File: config.mk
export PLATFORM = sky130hd
export DESIGN_NAME = spi_child_rx_flat
export DESIGN_NICKNAME = d
export VERILOG_FILES = /design/src/rtl/spi_child_pkg.sv /design/src/rtl/spi_child_rx_if.sv /design/src/rtl/spi_child_sync.sv /design/src/rtl/spi_child_rx.sv /design/src/flat_wrapper.sv
export SDC_FILE = /design/constraint.sdc
export NUM_CORES = 1
export LEC_CHECK = 0
export BUFFER_PORTS_ARGS = -buffer_cell sky130_fd_sc_hd__buf_2
export CORE_ASPECT_RATIO = 1.2
export CORE_MARGIN = 3
export CORE_UTILIZATION = 37
export CTS_BUF_LIST = sky130_fd_sc_hd__clkbuf_2 sky130_fd_sc_hd__clkbuf_4 sky130_fd_sc_hd__clkbuf_8
export DETAILED_ROUTE_END_ITERATION = 8
export HOLD_SLACK_MARGIN = 0.15
export REMOVE_ABC_BUFFERS = 1
export SYNTH_ARGS = -nofsm -noshare
export SYNTH_HDL_FRONTEND = slang
export SYNTH_SLANG_ARGS = --single-unit
File: constraint.sdc
create_clock -name clk -period 5.9 [get_ports clk]
set_clock_uncertainty 0.1 [all_clocks]
set_input_delay 1.18 -clock clk [delete_from_list [all_inputs] [get_ports clk]]
set_output_delay 1.18 -clock clk [all_outputs]
set_load 0.03 [all_outputs]
File: src/rtl/spi_child_pkg.sv
// Shared types and constants for the SPI child receiver: FSM states, word/byte
// geometry and the two-byte word assembly helper.
package spi_child_pkg;

  localparam int WORD_W        = 12;
  localparam int BYTE_W        = 8;
  localparam int PAD_W         = 4;
  localparam int BITS_PER_BYTE = 8;

  typedef enum logic [1:0] {
    IDLE,
    BYTE0,
    GAP,
    BYTE1
  } state_t;

  // Word = low nibble of byte0 (D[11:8]) followed by byte1 (D[7:0]).
  function automatic logic [WORD_W-1:0] assemble_word(
    input logic [WORD_W-BYTE_W-1:0] hi,
    input logic [BYTE_W-1:0]        lo
  );
    return {hi, lo};
  endfunction

endpackage

File: src/rtl/spi_child_rx_if.sv
// Valid/ready word handshake between the SPI child receiver (master side)
// and its consumer (slave side), plus the error/overrun status pulses.
interface spi_child_rx_if;
  import spi_child_pkg::*;

  logic [WORD_W-1:0] rx_data;
  logic              rx_valid;
  logic              rx_ready;
  logic              rx_err;
  logic              rx_overrun;

  modport master (
    output rx_data, rx_valid, rx_err, rx_overrun,
    input  rx_ready
  );

  modport slave (
    input  rx_data, rx_valid, rx_err, rx_overrun,
    output rx_ready
  );
endinterface

File: src/rtl/spi_child_sync.sv
// STAGES-deep synchronizer for one SPI pin, with registered single-cycle
// rise/fall pulses derived from the synchronized level.
module spi_child_sync #(
  parameter int STAGES = 2
) (
  input  logic clk,
  input  logic rst,
  input  logic din,
  output logic level,
  output logic rise,
  output logic fall
);

  logic [STAGES-1:0] chain;
  logic              prev;

  assign level = chain[STAGES-1];

  // NOTE: sequential state uses non-blocking assignments so every flop samples
  // the pre-edge values; blocking here would collapse the synchronizer chain.
  always_ff @(posedge clk or negedge rst) begin
    if (!rst) begin
      chain <= '0;
      prev  <= 1'b0;
      rise  <= 1'b0;
      fall  <= 1'b0;
    end else begin
      chain <= {chain[STAGES-2:0], din};
      prev  <= chain[STAGES-1];
      rise  <= chain[STAGES-1] & ~prev;
      fall  <= ~chain[STAGES-1] & prev;
    end
  end

endmodule

File: src/rtl/spi_child_rx.sv
// SPI child receiver (CPOL 0, CPHA 1, MSB first): two SS-framed bytes form a
// 12-bit word on a valid/ready port. `SPI_CHILD_PAD_CHECK_EN rejects nonzero pads.
module spi_child_rx
  import spi_child_pkg::*;
#(
  parameter int SYNC_STAGES = 2,
  parameter int GAP_TIMEOUT = 1000
) (
  input  logic              clk,
  input  logic              rst,
  input  logic              SCL,
  input  logic              SS,
  input  logic              MOSI,
  spi_child_rx_if.master    rx,
  output logic              busy
);

  localparam int GAP_W = $clog2(GAP_TIMEOUT + 1);

  logic ss_level, ss_rise, ss_fall;
  logic scl_fall, scl_rise_unused, scl_level_unused;
  logic mosi_level, mosi_rise_unused, mosi_fall_unused;

  spi_child_sync #(.STAGES(SYNC_STAGES)) u_sync_ss (
    .clk(clk), .rst(rst), .din(SS),
    .level(ss_level), .rise(ss_rise), .fall(ss_fall)
  );

  spi_child_sync #(.STAGES(SYNC_STAGES)) u_sync_scl (
    .clk(clk), .rst(rst), .din(SCL),
    .level(scl_level_unused), .rise(scl_rise_unused), .fall(scl_fall)
  );

  spi_child_sync #(.STAGES(SYNC_STAGES)) u_sync_mosi (
    .clk(clk), .rst(rst), .din(MOSI),
    .level(mosi_level), .rise(mosi_rise_unused), .fall(mosi_fall_unused)
  );

  state_t                    state, state_next;
  logic [3:0]                bit_cnt;
  logic                      bit_ovf;
  logic [BYTE_W-1:0]         shift;
  logic [WORD_W-BYTE_W-1:0]  byte0_data;
  logic                      pad_bad;
  logic [GAP_W-1:0]          gap_cnt;
  logic                      latch_b0, publish, frame_err;
  logic                      byte_ok, in_byte;

  assign byte_ok = !bit_ovf && (bit_cnt == 4'(BITS_PER_BYTE));
  assign in_byte = (state == BYTE0) || (state == BYTE1);
  assign busy    = (state != IDLE);

  always_ff @(posedge clk or negedge rst) begin
    if (!rst) state <= IDLE;
    else      state <= state_next;
  end

  // NOTE: every output of this block gets a default first, so no path through
  // the case statement can leave a value unassigned and infer a latch.
  always_comb begin
    state_next = state;
    latch_b0   = 1'b0;
    publish    = 1'b0;
    frame_err  = 1'b0;
    unique case (state)
      IDLE:  if (ss_fall) state_next = BYTE0;
      BYTE0: if (ss_rise) begin
        state_next = IDLE;
        if (byte_ok) begin
          latch_b0   = 1'b1;
          state_next = GAP;
        end else if (bit_ovf || bit_cnt != 4'd0) begin
          frame_err = 1'b1;
        end
      end
      GAP: begin
        if (ss_fall) begin
          state_next = BYTE1;
        end else if (gap_cnt == GAP_W'(GAP_TIMEOUT - 1)) begin
          frame_err  = 1'b1;
          state_next = IDLE;
        end
      end
      BYTE1: if (ss_rise) begin
        state_next = IDLE;
        if (byte_ok && !pad_bad) publish   = 1'b1;
        else                     frame_err = 1'b1;
      end
      default: state_next = IDLE;
    endcase
  end

  // Bit counter saturates at one byte; any further SCL fall in the same
  // select window sets a sticky overflow that is judged at SS rise.
  always_ff @(posedge clk or negedge rst) begin
    if (!rst) begin
      bit_cnt    <= '0;
      bit_ovf    <= 1'b0;
      shift      <= '0;
      byte0_data <= '0;
      gap_cnt    <= '0;
    end else begin
      if (ss_fall) begin
        bit_cnt <= '0;
        bit_ovf <= 1'b0;
      end else if (scl_fall && !ss_level && in_byte) begin
        if (bit_cnt == 4'(BITS_PER_BYTE)) bit_ovf <= 1'b1;
        else                              bit_cnt <= bit_cnt + 4'd1;
        shift <= {shift[BYTE_W-2:0], mosi_level};
      end
      if (latch_b0)           byte0_data <= shift[WORD_W-BYTE_W-1:0];
      if (latch_b0)           gap_cnt    <= '0;
      else if (state == GAP)  gap_cnt    <= gap_cnt + 1'b1;
    end
  end

`ifdef SPI_CHILD_PAD_CHECK_EN
  always_ff @(posedge clk or negedge rst) begin
    if (!rst)          pad_bad <= 1'b0;
    else if (latch_b0) pad_bad <= |shift[BYTE_W-1:BYTE_W-PAD_W];
  end
`else
  assign pad_bad = 1'b0;
`endif

  // A publish while the held word is being consumed replaces it seamlessly.
  always_ff @(posedge clk or negedge rst) begin
    if (!rst) begin
      rx.rx_data    <= '0;
      rx.rx_valid   <= 1'b0;
      rx.rx_err     <= 1'b0;
      rx.rx_overrun <= 1'b0;
    end else begin
      rx.rx_err     <= frame_err;
      rx.rx_overrun <= 1'b0;
      if (publish) begin
        if (!rx.rx_valid || rx.rx_ready) begin
          rx.rx_data  <= assemble_word(byte0_data, shift);
          rx.rx_valid <= 1'b1;
        end else begin
          rx.rx_overrun <= 1'b1;
        end
      end else if (rx.rx_valid && rx.rx_ready) begin
        rx.rx_valid <= 1'b0;
      end
    end
  end

endmodule
File: src/flat_wrapper.sv
// flat-port wrapper written by rule: the top's interface ports become plain ports
module spi_child_rx_flat import spi_child_pkg::*;
#(
  parameter int SYNC_STAGES = 2,
  parameter int GAP_TIMEOUT = 1000
)
  (clk, rst, SCL, SS, MOSI, busy, rx_rx_data, rx_rx_valid, rx_rx_err, rx_rx_overrun, rx_rx_ready);
  spi_child_rx_if rx_i ();
  input  logic clk;
  input  logic rst;
  input  logic SCL;
  input  logic SS;
  input  logic MOSI;
  output logic busy;
  output wire logic [$bits(rx_i.rx_data)-1:0] rx_rx_data;
  output wire logic [$bits(rx_i.rx_valid)-1:0] rx_rx_valid;
  output wire logic [$bits(rx_i.rx_err)-1:0] rx_rx_err;
  output wire logic [$bits(rx_i.rx_overrun)-1:0] rx_rx_overrun;
  input wire logic [$bits(rx_i.rx_ready)-1:0] rx_rx_ready;
  assign rx_rx_data = rx_i.rx_data;
  assign rx_rx_valid = rx_i.rx_valid;
  assign rx_rx_err = rx_i.rx_err;
  assign rx_rx_overrun = rx_i.rx_overrun;
  assign rx_i.rx_ready = rx_rx_ready;
  spi_child_rx #(.SYNC_STAGES(SYNC_STAGES), .GAP_TIMEOUT(GAP_TIMEOUT)) u_core (.clk(clk), .rst(rst), .SCL(SCL), .SS(SS), .MOSI(MOSI), .rx(rx_i), .busy(busy));
endmodule
==> out/results.ini <==
[status]
outcome = complete, no violations

[pwr]
seq_power_share_pct = 62.3
p_switching_mw = 0.156
internal_power_mw = 0.512
comb_power_share_pct = 6.7
ir_drop_v = 0.000133
sw_frac_of_total_pct = 23.4
power_frac_clock_pct = 31.0
p_leak_nw = 1.24
power.density_mw_per_mm2 = 265

[detailed_routing]
drt-total-wl_um = 3740
drtAntennaViolNets = 0
routed_via_density = 4.85
avgRoutedWirePerCell_um = 13.3
via_count = 1369
drt_iter0_drc = 70
dr.pass1.iters = 4
drc = 0

[global_routing]
use_met1_pct = 15.9
grt_use_total_pct = 11.6
grt_first_pass_wirelength_um = 6550
globalRouteOverflowTotal = 0
grt_max_degree = 56
use_met3_pct = 3.08
grt_pass1_vias = 1353
grtUsageMet2_pct = 16.7
antenna_found_initial = 0
grt_busiest_layer = met2

[setup_path]
worst-r2r-setup-slack_ns = 3.62
slowest_delay_ns = 0.49
rr_endpoint = u_core.rx.rx_data[8]
end_kind = primary output
crit_path_start_kind = register
worstSetupPathType = reg2out
cp_slowest_cell = dfrtp_1
critical-path-top-delay-family = flip-flops
cp.arrival_ns = 1.29
cp_cell_sequence = or2_2 -> buf_2
r2r_start = u_core.bit_cnt[0]
cp_num_buf_inv = 1
path_max_fanout = 10
crit_required_ns = 4.62
rr_worst_depth = 6

[finish]
drive_gt1_share_pct = 24.3
fin_nets = 210
syn_to_final_growth_pct = 11.7
diodes = 0

[synthesis]
synth_top_family_by_area = simple AND/OR/NAND/NOR gates
synthTopCellsByCount = dfrtp_1 (55), o21ai_0 (15), mux2_1 (12), mux2_2 (12), nor2_1 (10)
synth.area.top_cells = dfrtp_1 (61%), mux2_1 (6.0%), mux2_2 (6.0%)
avgSynthCellArea_um2 = 12.6
synth-main-ff-cell = dfrtp_1
synth_mux_area_share_pct = 12.0
synth_xor_area_share_pct = 1.55
ys_types = 40
synth_compound_area_share_pct = 7.76
synthAdderAreaFrac_pct = 1.66
netlist_instances = 179
seq_area_frac_synth_pct = 60.9
yosysTopAreaCellShare_pct = 60.9
ys_ff_latch = 55
ys_warn_count = 0
synth_edf_count = 0
yosysMostFrequentCell = dfrtp_1
yosys.area_share.simple_pct = 13.6
netlist_area_mm2 = 0.00226
synth_largest_area_cell = dfrtp_1
synthArstFlopShare_pct = 100

[floorplan]
rows = 30
die_w_um = 77.3
pin_count = 22
die-area_mm2 = 0.00708
core_area_mm2 = 0.00578
die_h_um = 91.6
initial_core_util_pct = 39.1

[place]
io_buffers = 21
place_congestion = 0.803
post-dp-hpwl_um = 2540

[cts]
cts_made_buffers = 5
clk_pin_slew_ns = 0.09
clock_latency_ns = 0.30
cts_sinks = 55
htree_levels = 2
cts_buffer_depth = 2
cts_tree = yes
cts_hold_buf = 0
cts_resized = 0
cts_setup_buffers = 0
clockRootBuffer = clkbuf_8

[flow_run]
cap_violations = 0

[min_path]
hold_class = reg2reg
hp-start = u_core.u_sync_mosi.chain[0]
whs_endpoint = u_core.u_sync_mosi.chain[1]
whs_path_depth = 0

[sta]
maxClockFrequency_ghz = 0.389
hold_viol = 0
setup_viol = 0
fin_crit_sh_pct = 43.6
slew_viol_final = 0
max-slew-margin-rel_pct = 54.6
finalSetupTns_ns = 0
hold_ws_ns = 0.255
rsz0062_at_grt = false
worst_slew_pin_slew_ns = 0.682
final_period_minus_worst_setup_slack_ns = 2.57

==> sequential cells by signal (all words and copies together) (netlist names) <==
signal and count:
u_core.rx.rx_data 12, u_core.bit_cnt 4, u_core.state 2, u_core.u_sync_scl.chain 2, u_core.u_sync_scl.prev 1, u_core.bit_ovf 1
u_core.rx.rx_err 1, u_core.gap_cnt 10, u_core.u_sync_ss.fall 1, u_core.u_sync_ss.prev 1, u_core.u_sync_ss.rise 1, u_core.byte0_data 4
u_core.rx.rx_valid 1, u_core.u_sync_scl.fall 1, u_core.u_sync_ss.chain 2, u_core.u_sync_mosi.chain 2, u_core.rx.rx_overrun 1, u_core.shift 8
==> cell usage in the layout, fill, tap and decap left out, types with 5 or more instances in the layout <==
cell,count
a21oi_1,5
buf_2,21
clkbuf_8,5
dfrtp_1,55
inv_1,5
mux2_1,12
mux2_2,12
nand2_1,9
nor2_1,10
nor2b_1,5
o21ai_0,15
==> kinds of logic after synthesis <==
| kind of cell | after synthesis |
|---|---|
| and+or+nand+nor | 52 |
| DFF | 55 |
| adders and majority gates | 3 |
| muxes | 24 |
| AOI/OAI and AO/OA | 29 |
| buffers and inverters | 12 |
| xor gates and xnor gates | 4 |
==> layout make-up <==
cell class / instances / area (um2)
clock buffers: 7 / 83.8
clock inverters: 1 / 5.00
fillers: 581 / 3260
inverters: 5 / 18.8
multi-input cells: 112 / 826
flip-flops and latches: 55 / 1380
well taps: 80 / 100
repair buffers: 22 / 113
==> per-stage QoR <==
stage | std cells | instance area [um2] | util (%) | setup WS, ns | power (mW)
2_1_floorplan | 172 | 2220 | - | 3.58 | 0.449
3_5_place_dp | 274 | 2430 | 42.1 | 3.29 | 0.470
4_1_cts | 282 | 2520 | 43.6 | 3.30 | 0.678
3_3_place_gp | 274 | 2430 | 42.1 | 3.30 | 0.469
5_1_grt | 282 | 2520 | 43.6 | 3.25 | 0.703
6_report | 282 | 2520 | 43.6 | 3.33 | 0.668
==> how the worst max path moves through the flow <==
stage                    start              endpoint  slack, ns  cells after the start
5_1_grt        u_core.state[0]                  busy       3.25                      2
3_3_place_gp       rx_rx_ready  u_core.rx.rx_data[8]       3.30                      4
3_5_place_dp       rx_rx_ready  u_core.rx.rx_data[0]       3.29                      4
2_1_floorplan      rx_rx_ready  u_core.rx.rx_data[8]       3.58                      3
4_1_cts        u_core.state[0]                  busy       3.30                      2
6_report       u_core.state[0]                  busy       3.33                      2
==> power groups by stage <==
stage / sequential [mW] / clock [mW] / combinational (mW)
floorplan: 0.418 / 0 / 0.0310
global placement: 0.424 / 0 / 0.0450
detailed placement: 0.424 / 0 / 0.0461
CTS: 0.416 / 0.216 / 0.0462
global route: 0.421 / 0.231 / 0.0514
finish: 0.416 / 0.207 / 0.0448
==> per-layer routing <==
layer	routed length, um	share of wire (%)
met3	149	4.0
met4	81	2.2
met5	0	0
met2	1680	45
met1	1830	49
No activity file was read; power rests on OpenSTA's default activity.
